<file path="src/rtl/pc_gen.sv">
`default_nettype none
// ============================================================================
// Module   : pc_gen
// Purpose  : Fetch-stage program-counter generator. Next-PC selection by
//            priority (trap > jump > hold > RAS return > call > sequential),
//            16/32-bit step, and a circular return-address stack driven by
//            predecode call/ret hints.
// Ports    : clk, rst_n          - clock, async active-low reset
//            trap_flag_i/addr_i  - trap redirect (also flushes the RAS)
//            jump_flag_i/addr_i  - branch/jump redirect
//            hold_flag_i         - pipeline hold level
//            rvc_i               - instruction at pc_o is 16-bit
//            pred_call_i/ret_i   - predecode hints for the instruction at pc_o
//            pred_target_i       - predicted call target
//            pc_o, pc_valid_o    - fetch address and its valid flag
//            ras_empty_o/full_o  - RAS occupancy flags (registered)
// Revision : 1.0 - initial release
// ============================================================================
module pc_gen #(
    parameter int unsigned       ADDR_W         = 32,
    parameter logic [ADDR_W-1:0] RESET_ADDR     = 32'h0,
    parameter int unsigned       RAS_DEPTH      = 4,
    parameter logic [2:0]        PAUSE_PC_LEVEL = 3'd1,
    parameter int unsigned       C_EXT          = 1
) (
    input  logic              clk,
    input  logic              rst_n,
    input  logic              trap_flag_i,
    input  logic [ADDR_W-1:0] trap_addr_i,
    input  logic              jump_flag_i,
    input  logic [ADDR_W-1:0] jump_addr_i,
    input  logic [2:0]        hold_flag_i,
    input  logic              rvc_i,
    input  logic              pred_call_i,
    input  logic              pred_ret_i,
    input  logic [ADDR_W-1:0] pred_target_i,
    output logic [ADDR_W-1:0] pc_o,
    output logic              pc_valid_o,
    output logic              ras_empty_o,
    output logic              ras_full_o
);

    localparam int unsigned       c_ptr_w    = $clog2(RAS_DEPTH);
    localparam int unsigned       c_cnt_w    = c_ptr_w + 1;
    localparam logic [c_cnt_w-1:0] c_full_cnt = c_cnt_w'(RAS_DEPTH);
    localparam logic [c_cnt_w-1:0] c_cnt_one  = c_cnt_w'(1);
    localparam logic [c_ptr_w-1:0] c_ptr_one  = c_ptr_w'(1);
    // Redirect targets must land on an instruction boundary: halfword
    // aligned when compressed instructions exist, word aligned otherwise.
    localparam logic [ADDR_W-1:0] c_align_mask = (C_EXT != 0) ? ~ADDR_W'(1) : ~ADDR_W'(3);

    logic [ADDR_W-1:0]  r_pc;
    logic               r_valid;
    logic [c_cnt_w-1:0] r_count;
    logic [c_ptr_w-1:0] r_top;
    logic               r_empty;
    logic               r_full;
    logic [ADDR_W-1:0]  r_ras [RAS_DEPTH];

    logic [ADDR_W-1:0]  w_step;
    logic [ADDR_W-1:0]  w_pc_seq;
    logic [c_ptr_w-1:0] w_top_inc;
    logic               w_hold;
    logic [ADDR_W-1:0]  w_pc_nxt;
    logic [c_cnt_w-1:0] w_cnt_nxt;
    logic [c_ptr_w-1:0] w_top_nxt;
    logic               w_ras_we;
    logic [c_ptr_w-1:0] w_ras_widx;
    logic [ADDR_W-1:0]  w_ras_wdata;

    assign w_step    = ((C_EXT != 0) && rvc_i) ? ADDR_W'(2) : ADDR_W'(4);
    assign w_pc_seq  = r_pc + w_step;
    // RAS_DEPTH is a power of two, so the pointer wraps on its own.
    assign w_top_inc = r_top + c_ptr_one;
    assign w_hold    = (hold_flag_i >= PAUSE_PC_LEVEL);

    always_comb begin
        w_pc_nxt    = r_pc;
        w_cnt_nxt   = r_count;
        w_top_nxt   = r_top;
        w_ras_we    = 1'b0;
        w_ras_widx  = r_top;
        w_ras_wdata = w_pc_seq;
        if (r_valid) begin
            if (trap_flag_i) begin
                w_pc_nxt  = trap_addr_i & c_align_mask;
                w_cnt_nxt = '0;
            end else if (jump_flag_i) begin
                w_pc_nxt = jump_addr_i & c_align_mask;
            end else if (w_hold) begin
                w_pc_nxt = r_pc;
            end else if (pred_ret_i && !r_empty) begin
                w_pc_nxt = r_ras[r_top];
                if (pred_call_i) begin
                    // Tail call through a return: replace the top in place.
                    w_ras_we = 1'b1;
                end else begin
                    w_top_nxt = r_top - c_ptr_one;
                    w_cnt_nxt = r_count - c_cnt_one;
                end
            end else if (pred_call_i) begin
                // When full, the slot after top is the oldest entry, so the
                // push overwrites it and the count saturates.
                w_ras_we   = 1'b1;
                w_ras_widx = w_top_inc;
                w_top_nxt  = w_top_inc;
                w_cnt_nxt  = r_full ? r_count : r_count + c_cnt_one;
                w_pc_nxt   = pred_target_i & c_align_mask;
            end else begin
                w_pc_nxt = w_pc_seq;
            end
        end
    end

    always_ff @(posedge clk or negedge rst_n) begin
        if (!rst_n) begin
            r_pc    <= RESET_ADDR;
            r_valid <= 1'b0;
            r_count <= '0;
            r_top   <= '0;
            r_empty <= 1'b1;
            r_full  <= 1'b0;
        end else begin
            // The first edge after reset only raises valid; pc stays put.
            r_valid <= 1'b1;
            r_pc    <= w_pc_nxt;
            r_count <= w_cnt_nxt;
            r_top   <= w_top_nxt;
            r_empty <= (w_cnt_nxt == '0);
            r_full  <= (w_cnt_nxt == c_full_cnt);
        end
    end

    // Stack storage needs no reset: entries are only read when count > 0.
    always_ff @(posedge clk) begin
        if (w_ras_we) begin
            r_ras[w_ras_widx] <= w_ras_wdata;
        end
    end

    assign pc_o        = r_pc;
    assign pc_valid_o  = r_valid;
    assign ras_empty_o = r_empty;
    assign ras_full_o  = r_full;

endmodule
`default_nettype wire

</file>
<file path="config.mk">
export PLATFORM = sky130hd
export DESIGN_NAME = pc_gen
export DESIGN_NICKNAME = d
export VERILOG_FILES = /design/src/rtl/pc_gen.sv
export SDC_FILE = /design/constraint.sdc
export NUM_CORES = 1
export LEC_CHECK = 0
export CORE_UTILIZATION = 42
export DETAILED_ROUTE_END_ITERATION = 6
export MAX_ROUTING_LAYER = met4
export PLACE_DENSITY = 0.62
export REMOVE_ABC_BUFFERS = 1
export SLEW_MARGIN = 20
export SYNTH_ARGS = -nofsm -noshare
export SYNTH_HDL_FRONTEND = slang
export SYNTH_SLANG_ARGS = --single-unit
</file>
<file path="constraint.sdc">
create_clock -name clk -period 6.1 [get_ports clk]
set_clock_uncertainty 0.15 [all_clocks]
set_input_delay 0.61 -clock clk [delete_from_list [all_inputs] [get_ports clk]]
set_output_delay 0.61 -clock clk [all_outputs]
set_load 0.02 [all_outputs]
</file>
==> results.py <==
metrics = {
    "global_routing": {
        "grt_usage": 0.2682,
        "grt_max_degree": 41,
        "grt_pass1_wl_um": 38910,
        "antenna_found_initial": 0,
        "grt_pass1_vias": 6651,
        "overflow": 0,
    },
    "detailed_routing": {
        "dr.pass1.iters": 6,
        "remaining_drc_errors": 0,
        "wire_per_inst_um": 24.13,
        "vias": 6619,
        "wl_um": 25890,
        "drtIter0Drc": 770,
        "antenna_left": 0,
        "via_per_inst": 6.169,
    },
    "sta": {
        "period_needed_ns": 3.319,
        "max_slew_margin": 0.2181,
        "period_share": 0.5441,
        "clock.fmax_mhz": 301.3,
        "slew_violations": 0,
        "hold_viol_final": 0,
        "setup_tns_ns": 0,
        "setup_viol": 0,
        "tightest_slew_ns": 1.165,
        "rsz0062_at_grt": "no",
    },
    "synth": {
        "synthesis.area_mm2": 0.008482,
        "yosysTopAreaCellShare": 0.4532,
        "yosysMostFrequentCell": "edfxtp_1",
        "synthSimpleGateAreaFrac": 0.1230,
        "synth.largest_area_cell": "edfxtp_1",
        "synth_common_cells": "edfxtp_1, dfrtp_1, nand2_1, nor2_1, o21ai_0",
        "synthAdderAreaFrac": 0.008261,
        "synthArstFlopShare": 0.2381,
        "synth_xor_area_frac": 0.02478,
        "synth_edf_count": 128,
        "avgSynthCellArea_um2": 12.74,
        "ys_ff_latch": 168,
        "yosys-top-cells-area": "edfxtp_1, dfrtp_1, mux4_2, o21ai_0, xnor2_1",
        "synth_ff_type": "edfxtp_1",
        "synth_compound_area_frac": 0.1452,
        "yosys_warnings": 0,
        "seq_area_frac_synth": 0.5713,
        "synth_cell_type_count": 78,
        "synth_cells": 666,
        "synthMuxAreaShare": 0.09338,
        "synth_top_family_by_area": "compound AO/OA/AOI/OAI gates",
    },
    "placed_design": {
        "post-place-cells": 1041,
        "placedInstanceArea_mm2": 0.01012,
        "numPortBuffers": 137,
        "hpwl_um": 16350,
        "gp_congestion": 0.8114,
    },
    "run_status": {
        "outcome": "finished clean",
    },
    "critical_path": {
        "worstReg2RegStart": "r_top[0]",
        "cp_data_required_time_ns": 6.02,
        "cp.arrival_ns": 3.24,
        "startpoint_type": "input port",
        "reg2reg_depth": 5,
        "cp-end-kind": "flop",
        "crit_type": "input port to flop",
        "r2r-end": "r_ras[3][26]",
        "r2r_slack_ns": 2.87,
        "path_max_fanout": 25,
    },
    "finish": {
        "syn2layout_area_growth_pct": 25.65,
        "nNetsFinal": 906,
        "final_core_util": 0.5423,
        "stdcell_count": 1073,
        "n_antenna_cell": 0,
        "drive_above_1_share": 0.1324,
        "fillerInstances": 1691,
        "stdcell_area_mm2": 0.01066,
    },
    "floorplanning": {
        "row_count": 51,
        "chipWidth_um": 144.1,
        "die_y_um": 144.1,
        "io-pin-count": 141,
        "start_util": 0.4316,
        "dieArea_mm2": 0.02077,
        "design.core.area_mm2": 0.01965,
    },
    "clock_network": {
        "clock_latency_ns": 0.42,
        "cts.clk_slew.worst_paths_ns": 0.06,
        "cts_sinks": 168,
        "root_buffer": "clkbuf_16",
        "cts_resized": 0,
        "cts_setup_buffers": 0,
        "ctsHoldBuffers": 0,
        "cts_buffer_depth": 2,
        "cts_tree": "yes",
        "htreeDepth": 4,
        "tritoncts.num_buffers": 17,
    },
    "run": {
        "drv_cap": 0,
    },
    "power_and_ir_drop": {
        "power_leakage_nw": 3.573,
        "ir_drop_uv": 184.7,
        "p_per_area_mw_per_mm2": 287.1,
        "finalPower_mw": 3.060,
    },
    "worst_hold_path": {
        "min_path_type": "input port to asynchronous set/reset pin",
    },
}
==> sequential cells by signal (all words and copies together) (netlist names) <==
name	flops
r_ras	128
pc_o	32
r_count	3
r_top	2
pc_valid_o	1
ras_empty_o	1
ras_full_o	1
==> worst max-delay path, stage by stage <==
cell and delay (ns):
clkdlybuf4s50_1 0.43, buf_4 0.24, nor2_1 0.45, and3_1 0.32, nand4_1 0.19, nor2_2 0.48
buf_4 0.50
==> cells in the final DEF, fill, tap and decap left out, types with 9 or more instances in the layout <==
master	synthesis	routed
o21ai_0	37	37
nor3_1	21	20
nand2_1	37	37
nand2b_1	9	9
a211oi_1	10	9
inv_1	12	12
clkdlybuf4s50_1	0	136
dfrtp_1	39	38
nor2_1	37	35
o31ai_1	12	12
buf_4	1	19
edfxtp_1	128	128
o221ai_1	11	11
nand3_1	19	19
a21oi_1	27	26
or3_1	12	12
mux4_2	32	32
clkbuf_16	0	17
a21o_1	9	9
xnor2_1	16	16
nand4_1	9	9
==> per-layer routing <==
layer / global-route usage / part of all wire
met3: 0.04801 / 0.086
met2: 0.4211 / 0.48
met4: 0.08567 / 0.016
met5: - / 0
met1: 0.3538 / 0.42
==> cells by family after synthesis <==
logic type      count (synthesis)
compound gates                175
flops                         168
simple gates                  195
fa+ha+maj                       5
buf+inv                        59
xor+xnor                       24
mux                            39
other cells                     1
==> where the power goes <==
| part | internal [mW] | leakage [nW] | switching (mW) |
|---|---|---|---|
| combinational | 0.324 | 1.69 | 0.345 |
| clock | 0.539 | 0.261 | 0.442 |
| sequential | 1.31 | 1.62 | 0.0982 |
==> stage by stage <==
stage,hold slack (ns),setup WS [ns]
floorplan,0.1644,1.369
global placement,0.3621,2.393
detailed placement,0.3817,2.325
CTS,0.1745,2.760
global route,0.1964,2.611
finish,0.1701,2.781
==> worst max path at each step <==
stage | from | to | slack, ns | cells after the start
floorplan | r_top[0] | r_ras[2][0] | 1.37 | 2
global placement | jump_flag_i | r_ras[3][28] | 2.39 | 7
detailed placement | jump_flag_i | r_ras[3][1] | 2.32 | 7
CTS | jump_flag_i | r_ras[3][26] | 2.76 | 7
global route | jump_flag_i | r_ras[3][26] | 2.61 | 7
finish | jump_flag_i | r_ras[3][26] | 2.78 | 7
==> area by class of cell <==
type | count | area, µm² | share of cell area
clock buffers | 20 | 456.7 | 0.04285
clock inverters | 12 | 77.57 | 0.007279
inverters | 13 | 48.80 | 0.004579
multi-input cells | 439 | 3387 | 0.3178
flip-flops and latches | 168 | 4847 | 0.4548
well taps | 265 | 331.6 | 0.03111
repair buffers | 156 | 1509 | 0.1416
(Power assumes the default switching activity.)
